**src/rtl/chan_arb_pkg.sv**
```systemverilog
// Shared defaults and helpers for the channel arbiter slice.
package chan_arb_pkg;

    localparam int DEF_N_REQ     = 4;
    localparam int DEF_WIDTH     = 8;
    localparam int DEF_MAX_BURST = 4;

    // Width of a requester index; never narrower than one bit.
    function automatic int id_w(input int n);
        return (n > 2) ? $clog2(n) : 1;
    endfunction

endpackage

```
**src/rtl/chan_arbiter_rr_pick.sv**
```systemverilog
// Combinational round-robin search: first eligible index at or after start, wrapping.
module rr_pick
    import chan_arb_pkg::*;
#(
    parameter int N_REQ = DEF_N_REQ,
    parameter int ID_W  = id_w(DEF_N_REQ)
) (
    input  logic [N_REQ-1:0] eligible,
    input  logic [ID_W-1:0]  start,
    output logic [N_REQ-1:0] grant,
    output logic             found
);

    logic [ID_W-1:0] idx;

    always_comb begin
        grant = '0;
        found = 1'b0;
        idx   = '0;
        for (int k = 0; k < N_REQ; k++) begin
            idx = ID_W'((int'(start) + k) % N_REQ);
            if (!found && eligible[idx]) begin
                grant[idx] = 1'b1;
                found      = 1'b1;
            end
        end
    end

endmodule

```
**src/rtl/chan_arbiter.sv**
```systemverilog
// N-way burst-limited round-robin arbiter feeding a one-entry registered output buffer.
module chan_arbiter
    import chan_arb_pkg::*;
#(
    parameter  int N_REQ     = DEF_N_REQ,
    parameter  int WIDTH     = DEF_WIDTH,
    parameter  int MAX_BURST = DEF_MAX_BURST,
    localparam int ID_W      = id_w(N_REQ)
) (
    input  logic                   clk,
    input  logic                   reset_n,
    input  logic [N_REQ-1:0]       enable_in,
    input  logic [N_REQ*WIDTH-1:0] data_in,
    output logic [N_REQ-1:0]       ready_out,
    input  logic [N_REQ-1:0]       mask_in,
    output logic [WIDTH-1:0]       data_out,
    output logic                   enable_out,
    output logic [ID_W-1:0]        grant_id_out,
    input  logic                   ready_in
);

    logic                 full;
    logic [ID_W-1:0]      last_grant;
    logic [7:0]           burst_cnt;

    logic [N_REQ-1:0]     eligible;
    logic                 sticky;
    logic [ID_W-1:0]      start;
    logic [N_REQ-1:0]     rr_grant;
    logic                 rr_found;
    logic [N_REQ-1:0]     win_oh;
    logic [ID_W-1:0]      win_id;
    logic [WIDTH-1:0]     win_data;
    logic                 have_win;
    logic                 accept;

    function automatic logic [ID_W-1:0] oh_to_id(input logic [N_REQ-1:0] oh);
        logic [ID_W-1:0] id;
        id = '0;
        for (int i = 0; i < N_REQ; i++) begin
            if (oh[i]) id = ID_W'(i);
        end
        return id;
    endfunction

    assign eligible = enable_in & mask_in;
    assign sticky   = eligible[last_grant] && (burst_cnt != 8'd0) &&
                      (burst_cnt < 8'(MAX_BURST));
    // Search starts just past the previous owner so it is considered last.
    assign start    = (last_grant == ID_W'(N_REQ - 1)) ? '0 : last_grant + 1'b1;

    rr_pick #(
        .N_REQ (N_REQ),
        .ID_W  (ID_W)
    ) u_rr_pick (
        .eligible (eligible),
        .start    (start),
        .grant    (rr_grant),
        .found    (rr_found)
    );

    assign win_oh   = sticky ? ({{(N_REQ-1){1'b0}}, 1'b1} << last_grant) : rr_grant;
    assign win_id   = oh_to_id(win_oh);
    assign have_win = sticky || rr_found;
    assign accept   = !full || ready_in;

    always_comb begin
        win_data = '0;
        for (int i = 0; i < N_REQ; i++) begin
            if (win_oh[i]) win_data = data_in[i*WIDTH +: WIDTH];
        end
    end

    // Gated by reset_n so no handshake is offered while the block is held in reset.
    assign ready_out  = (reset_n && accept) ? win_oh : '0;
    assign enable_out = full;

    always_ff @(posedge clk or negedge reset_n) begin
        if (!reset_n) begin
            full         <= 1'b0;
            data_out     <= '0;
            grant_id_out <= '0;
            burst_cnt    <= 8'd0;
            last_grant   <= ID_W'(N_REQ - 1);
        end else if (accept) begin
            if (have_win) begin
                data_out     <= win_data;
                grant_id_out <= win_id;
                full         <= 1'b1;
                last_grant   <= win_id;
                burst_cnt    <= sticky ? burst_cnt + 8'd1 : 8'd1;
            end else begin
                full      <= 1'b0;
                burst_cnt <= 8'd0;
            end
        end
    end

endmodule

```
**config.mk**
```make
export PLATFORM = sky130hd
export DESIGN_NAME = chan_arbiter
export DESIGN_NICKNAME = d
export VERILOG_FILES = /design/src/rtl/chan_arb_pkg.sv /design/src/rtl/chan_arbiter_rr_pick.sv /design/src/rtl/chan_arbiter.sv
export SDC_FILE = /design/constraint.sdc
export NUM_CORES = 1
export LEC_CHECK = 0
export ABC_AREA = 1
export BUFFER_PORTS_ARGS = -buffer_cell sky130_fd_sc_hd__buf_4
export CELL_PAD_IN_SITES_DETAIL_PLACEMENT = 1
export CELL_PAD_IN_SITES_GLOBAL_PLACEMENT = 1
export CORE_ASPECT_RATIO = 0.75
export CORE_MARGIN = 2
export CORE_UTILIZATION = 23
export CTS_CLUSTER_SIZE = 8
export DETAILED_ROUTE_END_ITERATION = 7
export PLACE_DENSITY = 0.56
export SLEW_MARGIN = 30
export SYNTH_ARGS = -nofsm -noshare
export SYNTH_HDL_FRONTEND = slang
export SYNTH_HIERARCHICAL = 1
export SYNTH_SLANG_ARGS = --single-unit
```
**constraint.sdc**
```tcl
create_clock -name clk -period 7 [get_ports clk]
set_input_delay 0.7 -clock clk [delete_from_list [all_inputs] [get_ports clk]]
set_output_delay 0.7 -clock clk [all_outputs]
set_load 0.1 [all_outputs]
```
# ---- Word-level counts from Yosys, hierarchy flattened
# Index checks and enable logic that the tools add are counted.
dict set report classes {
  add_sub_neg 5
  order_cmp 10
  eq_ne 1
  shifts 1
  n_mux 39
  n_bitwise 4
  n_reduce_logical 18
}
# op n
set ops {}
lappend ops {{$mux 8} 6}
lappend ops {{$mux 4} 6}
lappend ops {{$lt 2x3->1 const B} 5}
lappend ops {{$mux 1} 15}
lappend ops {{$or 4x4->4} 3}
lappend ops {{$bmux 1 s2} 5}
lappend ops {{$logic_and 1x1->1} 10}
lappend ops {{$add 8x1->8 const B} 1}
lappend ops {{$demux 1 s2} 4}
lappend ops {{$ge 2x1->1 const B} 4}
lappend ops {{$lt 8x3->1 const B} 1}
lappend ops {{$reduce_bool 8->1} 1}
lappend ops {{$mux 2} 3}
lappend ops {{$add 2x1->2 const B} 2}
lappend ops {{$add 2x2->2 const B} 2}
lappend ops {{$and 4x4->4} 1}
lappend ops {{$logic_not 1->1} 4}
lappend ops {{$shl 1x2->4 const A} 1}
lappend ops {{$eq 2x2->1 const B} 1}
lappend ops {{$logic_or 1x1->1} 2}
lappend ops {{$reduce_and 2->1} 1}
dict set report word_totals {
  register_bits 21
  word_cells 83
}

# ---- Longest topological paths before layout
# Gate-level depths: netlist of run 1.
dict set report depth {
  depth_word 19
  depth_mapped 19
  ltp_nobuf 19
}

# ---- Hierarchy
# The synthesis of run 1 kept the hierarchy.
# module n_inst cells_each area_each_um2 seq_area_each_um2
set modules_own_cells {}
lappend modules_own_cells {chan_arbiter 1 227 1500.2 528.0}
lappend modules_own_cells {rr_pick 1 76 419.2 0.0}

# ---- Worst setup path after synthesis of run 1
# OpenSTA, ideal clock, no wires.
dict set report synth_timing {
  path_kind {register to output}
  startpoint {reg last_grant[0]}
  endpoint {out ready_out[2]}
  arrival_time_ns 3.747
  slack_ns 2.553
  path_stages_with_launch 17
  n_path_buf 1
  path_cell_list {dfstp_2 ha_1 nor2_1 inv_2 ha_1 inv_1 nand3_1 nand2_1 nand2_2 nor2_4 nand3_1 nand2_1 nand2_2 nand2_2 inv_2 buf_4 nor2_1}
}
dict set report synth_via {
  elab_chain_len 16
}
# item line_no
set synth_rtl {}
lappend synth_rtl {{start, declared} chan_arbiter.sv:23} ;# logic [ID_W-1:0] last_grant;
lappend synth_rtl {{start signal, assigned} chan_arbiter.sv:84} ;# last_grant <= ID_W'(N_REQ - 1);
lappend synth_rtl {{start signal, assigned} chan_arbiter.sv:90} ;# last_grant <= win_id;
lappend synth_rtl {{$add 2x1->2 / $eq 2x2->1 (equally long branches)} chan_arbiter.sv:50} ;# assign start = (last_grant == ID_W'(N_REQ - 1)) ? '0 : last_grant + 1'b1;
lappend synth_rtl {{$mux 2 *} chan_arbiter.sv:50}
lappend synth_rtl {{via start[0]} chan_arbiter.sv:28} ;# logic [ID_W-1:0] start;
lappend synth_rtl {{parallel branches: the longest is 11 deep, another holds $lt 2x3->1} --}
lappend synth_rtl {{$mux 4 *} chan_arbiter_rr_pick.sv:22} ;# if (!found && eligible[idx]) begin
lappend synth_rtl {{via rr_grant[2]} chan_arbiter.sv:29} ;# logic [N_REQ-1:0] rr_grant;
lappend synth_rtl {{$mux 4 *} chan_arbiter.sv:62} ;# assign win_oh = sticky ? ({{(N_REQ-1){1'b0}}, 1'b1} << last_grant) : rr_grant;
lappend synth_rtl {{$mux 4 *} chan_arbiter.sv:75} ;# assign ready_out = (reset_n && accept) ? win_oh : '0;
lappend synth_rtl {{end, declared} chan_arbiter.sv:14} ;# output logic [N_REQ-1:0] ready_out,
# Mark *: on every way through the listed nets, which the timed path passes. The select of a mux whose other input is x is not followed.

# ---- Worst setup path in the final report of run 1
dict set report layout_timing {
  startpoint {reg last_grant[0]}
  endpoint {out ready_out[0]}
}
# Same word-level chain as after synthesis.

==> results.md, run 1 <==
* H-tree levels at 1
* Clock sinks at 21
* FMAX at ~240 MHz
* CORE AREA at roughly 0.008 mm²
* Router iterations before antenna repair at 4
* Max_cap viols at 0
* Synthesized cell area at ~0.0019 mm²
* Status: finished clean
* Layout cell share with drive strength beyond 1 at 0.2340
* FFs w/ async S/R, synth at 1.000
* Cell Rows at 28
* Synth-to-Final Area Change at 29.86%
* DR vias at 1,993
* Number of global-route vias before repair at ~2,000
* Mapped Nets at 358
* CP max FO at 10
* Slew Limit Fails at 0
* Die height at between 80 and 90 µm
* FF-to-FF path depth at 14
* Worst slew pin tran at around 0.66 ns
* Mapped Cells at 303
* Die Width at 109.5 µm
* Average routed wire per standard cell at approximately 13 µm
* Largest cells by area after synthesis: dfrtp_1 25%, nand2_1 18%, nand3_1 14%
* Leading area contributor after synthesis: dfrtp_1
* CTS max path bufs at 2
* Largest net degree at the start of global routing at 23
* # IOs at 58
* Hold Vio Cnt, Final at 0
* Worst EP required at about 6.3 ns
* Kind of critical path: register to primary output
* GRT Total Usage at 0.1366
* RePlAce Congestion at about 0.83
* Vias per std cell at approximately 4.3
* Full die area at slightly above 0.009 mm²
* Hpwl dp at just under 5000 µm
* Post-synthesis sequential area ratio at 0.2751
* R2r setup slk at ~3.5 ns
* Core Util, Final at 0.3120
* Fillers at ~1,000
* TritonCTS Buffers at 3
* Routed WL at 6044 µm
* CP Launch Type: register
* CTS tree: done
* Final net count at about 420
* Clock latency on the worst-skew pair at roughly 0.26 ns
* Cts hold-fix bufs at 0
* Final setup margin at about 2.8 ns
* Crit share post-route at 0.6026
* Hold WC Path Type: input pin to asynchronous set/reset pin
* Element type at the critical path end: primary output
* Postcts setup bufs at 0
* Top_reg_cell synth: dfrtp_1
* Starting density of the core at 0.2403
* Headroom to the max-slew limit at 0.5576
* Syn avg cell area at approximately 6.3 µm²
* Yosys cell types at 26
* Setup WS pre-CTS at 3.036 ns
* # DRC at 0
* Post-route clock skew at around 0.0025 ns
* Initial antenna violation count at 0
* RSZ-0062 raised after global routing: no
* Top-count cell post-synth: nand2_1
* Number of synthesized flops with an enable pin at 0
* Post_cts resized at 0
* Tmin final at roughly 4.2 ns
* First-pass GRT wire length at between 10,000 and 15,000 µm
* Top cells by count, synth: 92 x nand2_1, 53 x inv_1, 53 x nand3_1
* Yosys top cell area share at 0.2477
* CTS root buf: clkbuf_8
* Final setup viols at 0
* Port bufs at 57
* 1st-iter DRT viols at 78
* Critical Path AT at 3.52 ns
* Final setup TNS at 0 ns
* Yosys warns at 6
* Worst-path clk slew at ~0.080 ns
* Antenna cell count at 0
* WHS at between 0.3 and 0.4 ns
* Gr ovfl total at 0
* ANT nets after route at 0
* #FFs+latches synth at 21
==> critical path, cell delays in order (launching register included) <==
cell	delay, ns
dfstp_2	0.42
ha_1	0.25
nor2_1	0.52
inv_2	0.23
ha_1	0.39
inv_1	0.13
nand3_1	0.09
nand2_1	0.11
nand2_2	0.08
nor2_4	0.12
nand3_1	0.08
nand2_1	0.07
inv_1	0.03
nand2_1	0.05
nand2_1	0.20
nor2_1	0.18
buf_4	0.31
==> through the flow <==
stage,area [µm²],cells
after detailed placement,2446,460
after global placement,2446,460
after global routing,2492,464
after CTS,2492,464
after floorplan,1919,303
final,2492,464
==> area by class of cell <==
| type | count | area, µm² | share of cell area |
|---|---|---|---|
| clock buffer | 3 | 41.29 | 0.01657 |
| clock inverter | 1 | 5.005 | 0.002008 |
| inverter | 56 | 210.2 | 0.08434 |
| multi-input combinational | 221 | 1149 | 0.4608 |
| sequential | 21 | 528.0 | 0.2118 |
| tap | 105 | 131.4 | 0.05271 |
| timing repair buffer | 57 | 427.9 | 0.1717 |
==> layer usage <==
metal	vias up	GRT usage	wire (µm)
met4	0	0.02071	19
li1	1047	-	-
met2	27	0.2003	2503
met3	2	0.01177	186
met5	-	0	0
met1	917	0.2176	3335
==> logic make-up after synthesis <==
logic type	share of synthesized area
AND/OR/NAND/NOR	0.4589
flip-flops	0.2751
AO/OA/AOI/OAI	0.05672
adder cells (fa/ha/maj)	0.07822
buffers and inverters	0.1265
XOR/XNOR	0.004564
==> placed cells by master (no fill, tap or decap) <==
master,count
a21oi_1,2
a21oi_2,1
buf_4,57
clkbuf_8,3
clkinv_2,1
dfrtp_1,19
dfstp_2,2
ha_1,12
inv_1,53
inv_2,3
nand2_1,92
nand2_2,8
nand2_4,1
nand3_1,53
nand3_2,1
nand3_4,3
nand3b_1,1
nor2_1,28
nor2_4,3
o21a_1,1
o21ai_0,5
o21ai_1,7
o21ai_4,1
o22ai_1,1
xor2_1,1
==> state kept, by name, summed over array words and instances (netlist names) <==
name / flops
burst_cnt: 8
data_out: 8
enable_out: 1
grant_id_out: 2
last_grant: 2
==> worst paths after layout <==
path / start / to
hold / removal: reset_n / data_out[5]
setup / recovery: last_grant[0] / ready_out[0]
max in group asynchronous: reset_n / last_grant[1]
setup reg to reg: last_grant[0] / grant_id_out[0]
hold reg to reg: grant_id_out[1] / grant_id_out[1]
min in group clk: grant_id_out[1] / grant_id_out[1]
Power of run 1 is not shown: default switching activity piles up to over one toggle a cycle in this logic, so the estimate is an artifact.
==> inputs of run 2 (changes only) <==
- clock period: 7 -> 3.95 ns (I/O delays scaled with it)
==> run 2 against run 1 <==
  * Clock skew rose by 0.0017 ns
  * First-iteration DRC count increased by 46%
  * Core utilization grew 0.41 points
  * Via count shrank 0.65%
  * Die area unchanged
  * Critical path type unchanged
  * Global-route usage is 0.55 points higher
  * Largest cell class unchanged
  * Count of clock-buffer cells in the layout unchanged
==> results.md, run 2 (same netlist as run 1, synthesis figures left out) <==
* Most frequent cells in the layout: 92 x nand2_1, 58 x buf_4, 53 x inv_1, 53 x nand3_1, 25 x nor2_1 (was 92 x nand2_1, 57 x buf_4, 53 x inv_1, 53 x nand3_1, 28 x nor2_1)
* Slew Limit Fails at 0 (unchanged)
* CTS tree: done (unchanged)
* DR vias at 1,980 (was 1,993)
* Clock sinks at 21 (unchanged)
* CP Launch Type: register (unchanged)
* Die height at 83.11 µm (unchanged)
* Worst slew pin tran at 0.5316 ns (was 0.6611 ns)
* Non-filler cells, final at 466 (was 464)
* Clock latency on the worst-skew pair at 0.26 ns (about the same)
* Routed WL at 6205 µm (was 6044 µm)
* FMAX at 271.2 MHz
* Element type at the critical path end: primary output (unchanged)
* Reg2reg end: data_out[4] (was grant_id_out[0])
* CP max FO at 19 (was 10)
* Hold Vio Cnt, Final at 0 (unchanged)
* Worst-path clk slew at 0.08 ns (about the same)
* Commonest non-fill, non-tap cell in the layout: nand2_1 (unchanged)
* Port bufs at 57 (unchanged)
* TritonCTS Buffers at 3 (unchanged)
* # DRC at 0 (unchanged)
* Fillers at 1,031 (was 1,046)
* Hold WC Path Type: input pin to asynchronous set/reset pin (unchanged)
* 1st-iter DRT viols at 114 (was 78)
* Cts hold-fix bufs at 0 (unchanged)
* Postcts setup bufs at 0 (unchanged)
* Final net count at 417 (was 415)
* Sequential Area at 528.0 µm² (unchanged)
* Hpwl dp at 5080 µm (was 4925 µm)
* Largest registers: burst_cnt x8, data_out x8 (unchanged)
* ANT nets after route at 0 (unchanged)
* Number of global-route vias before repair at 2,075 (was 2,024)
* RePlAce Congestion at 0.8494 (was 0.8331)
* Core Util, Final at 0.3161 (was 0.3120)
* RSZ-0062 raised after global routing: no (unchanged)
* Layout cell share with drive strength beyond 1 at 0.2521 (was 0.2340)
* Headroom to the max-slew limit at 0.6442 (was 0.5576)
* Critical Path AT at 3.29 ns (was 3.52 ns)
* Average routed wire per standard cell at 13.32 µm (was 13.03 µm)
* Die Width at 109.5 µm (unchanged)
* GRT Total Usage at 0.1420 (was 0.1366)
* Vias per std cell at 4.249 (was 4.295)
* Tmin final at approximately 3.7 ns
* Starting density of the core at 0.2403 (unchanged)
* H-tree levels at 1 (unchanged)
* Post-route clock skew at 0.004187 ns (was 0.002512 ns)
* Status: finished clean (unchanged)
* First-pass GRT wire length at 10,470 µm (was 10,090 µm)
* # IOs at 58 (unchanged)
* R2r setup slk at 0.78 ns (was 3.53 ns)
* RR Startpoint: last_grant[0] (unchanged)
* Post_cts resized at 0 (unchanged)
* Largest net degree at the start of global routing at 23 (unchanged)
* Synth-to-Final Area Change at 31.55% (was 29.86%)
* Worst EP required at 3.56 ns (was 6.30 ns)
* CTS root buf: clkbuf_8 (unchanged)
* FF-to-FF path depth at 18 (was 14)
* Placed cells at 462 (was 460)
* Multi-input logic area at 0.001162 mm² (was 0.001149 mm²)
* Initial antenna violation count at 0 (unchanged)
* Gr ovfl total at 0 (unchanged)
* Max_cap viols at 0 (unchanged)
* Antenna cell count at 0 (unchanged)
* Crit share post-route at 0.9334
* CORE AREA at 0.007988 mm² (unchanged)
* Cell Rows at 28 (unchanged)
* Final setup viols at 0 (unchanged)
* Full die area at 0.009099 mm² (unchanged)
* Final setup TNS at 0 ns (unchanged)
* CTS max path bufs at 2 (unchanged)
* Router iterations before antenna repair at 4 (unchanged)
* Kind of critical path: register to primary output (unchanged)
[run 2: changes by cell type in the layout (fill, tap and decap cells not counted), sizes merged]
cell  before  now
buf       57   59
[run 2: critical path, stage by stage, from the launching register on]
cell and delay (ns):
dfstp_2 0.63, inv_2 0.11, ha_2 0.42, inv_1 0.13, ha_1 0.33, inv_1 0.12, nand3_1 0.08, nand2_1 0.11
nand2_2 0.08, nor2_4 0.14, nand3_1 0.09, nand2_1 0.08, inv_1 0.05, nand2_2 0.08, o21ai_4 0.16, nor2_2 0.12
buf_4 0.29
[run 2: through the flow]
step                      setup slack (ns)  hold slack (ns)  area (µm²)
after floorplan                     0.2793          0.09941        1931
after global placement              0.5479           0.3050        2472
after detailed placement            0.4320           0.2997        2472
after CTS                           0.1374          0.01219        2519
after global routing              0.001885          0.01394        2525
final                               0.2629         0.008786        2525
[run 2: per-layer routing]
metal	vias to the layer above	track usage	part of all wire
met1	887	0.2294	0.57
met4	0	0.003452	0.0013
met5	-	0	0
li1	1048	-	-
met2	43	0.2043	0.38
met3	2	0.02512	0.053
[run 2: how the worst max path moves through the flow]
stage / to / cells after the start / slack [ns] / from
after floorplan: ready_out[2] / 16 / 0.28 / last_grant[0]
after global placement: ready_out[0] / 16 / 0.55 / last_grant[0]
after detailed placement: ready_out[0] / 16 / 0.43 / last_grant[0]
after CTS: ready_out[0] / 16 / 0.14 / last_grant[0]
after global routing: ready_out[0] / 16 / 0.002 / last_grant[0]
final: ready_out[3] / 16 / 0.26 / last_grant[0]
[run 2: cell type report]
| type | count | share of cell area |
|---|---|---|
| clock buffer | 3 | 0.01635 |
| clock inverter | 1 | 0.001982 |
| inverter | 56 | 0.08325 |
| multi-input combinational | 221 | 0.4604 |
| sequential | 21 | 0.2091 |
| tap | 105 | 0.05203 |
| timing repair buffer | 59 | 0.1769 |
Power of run 2 is left out for the same reason.
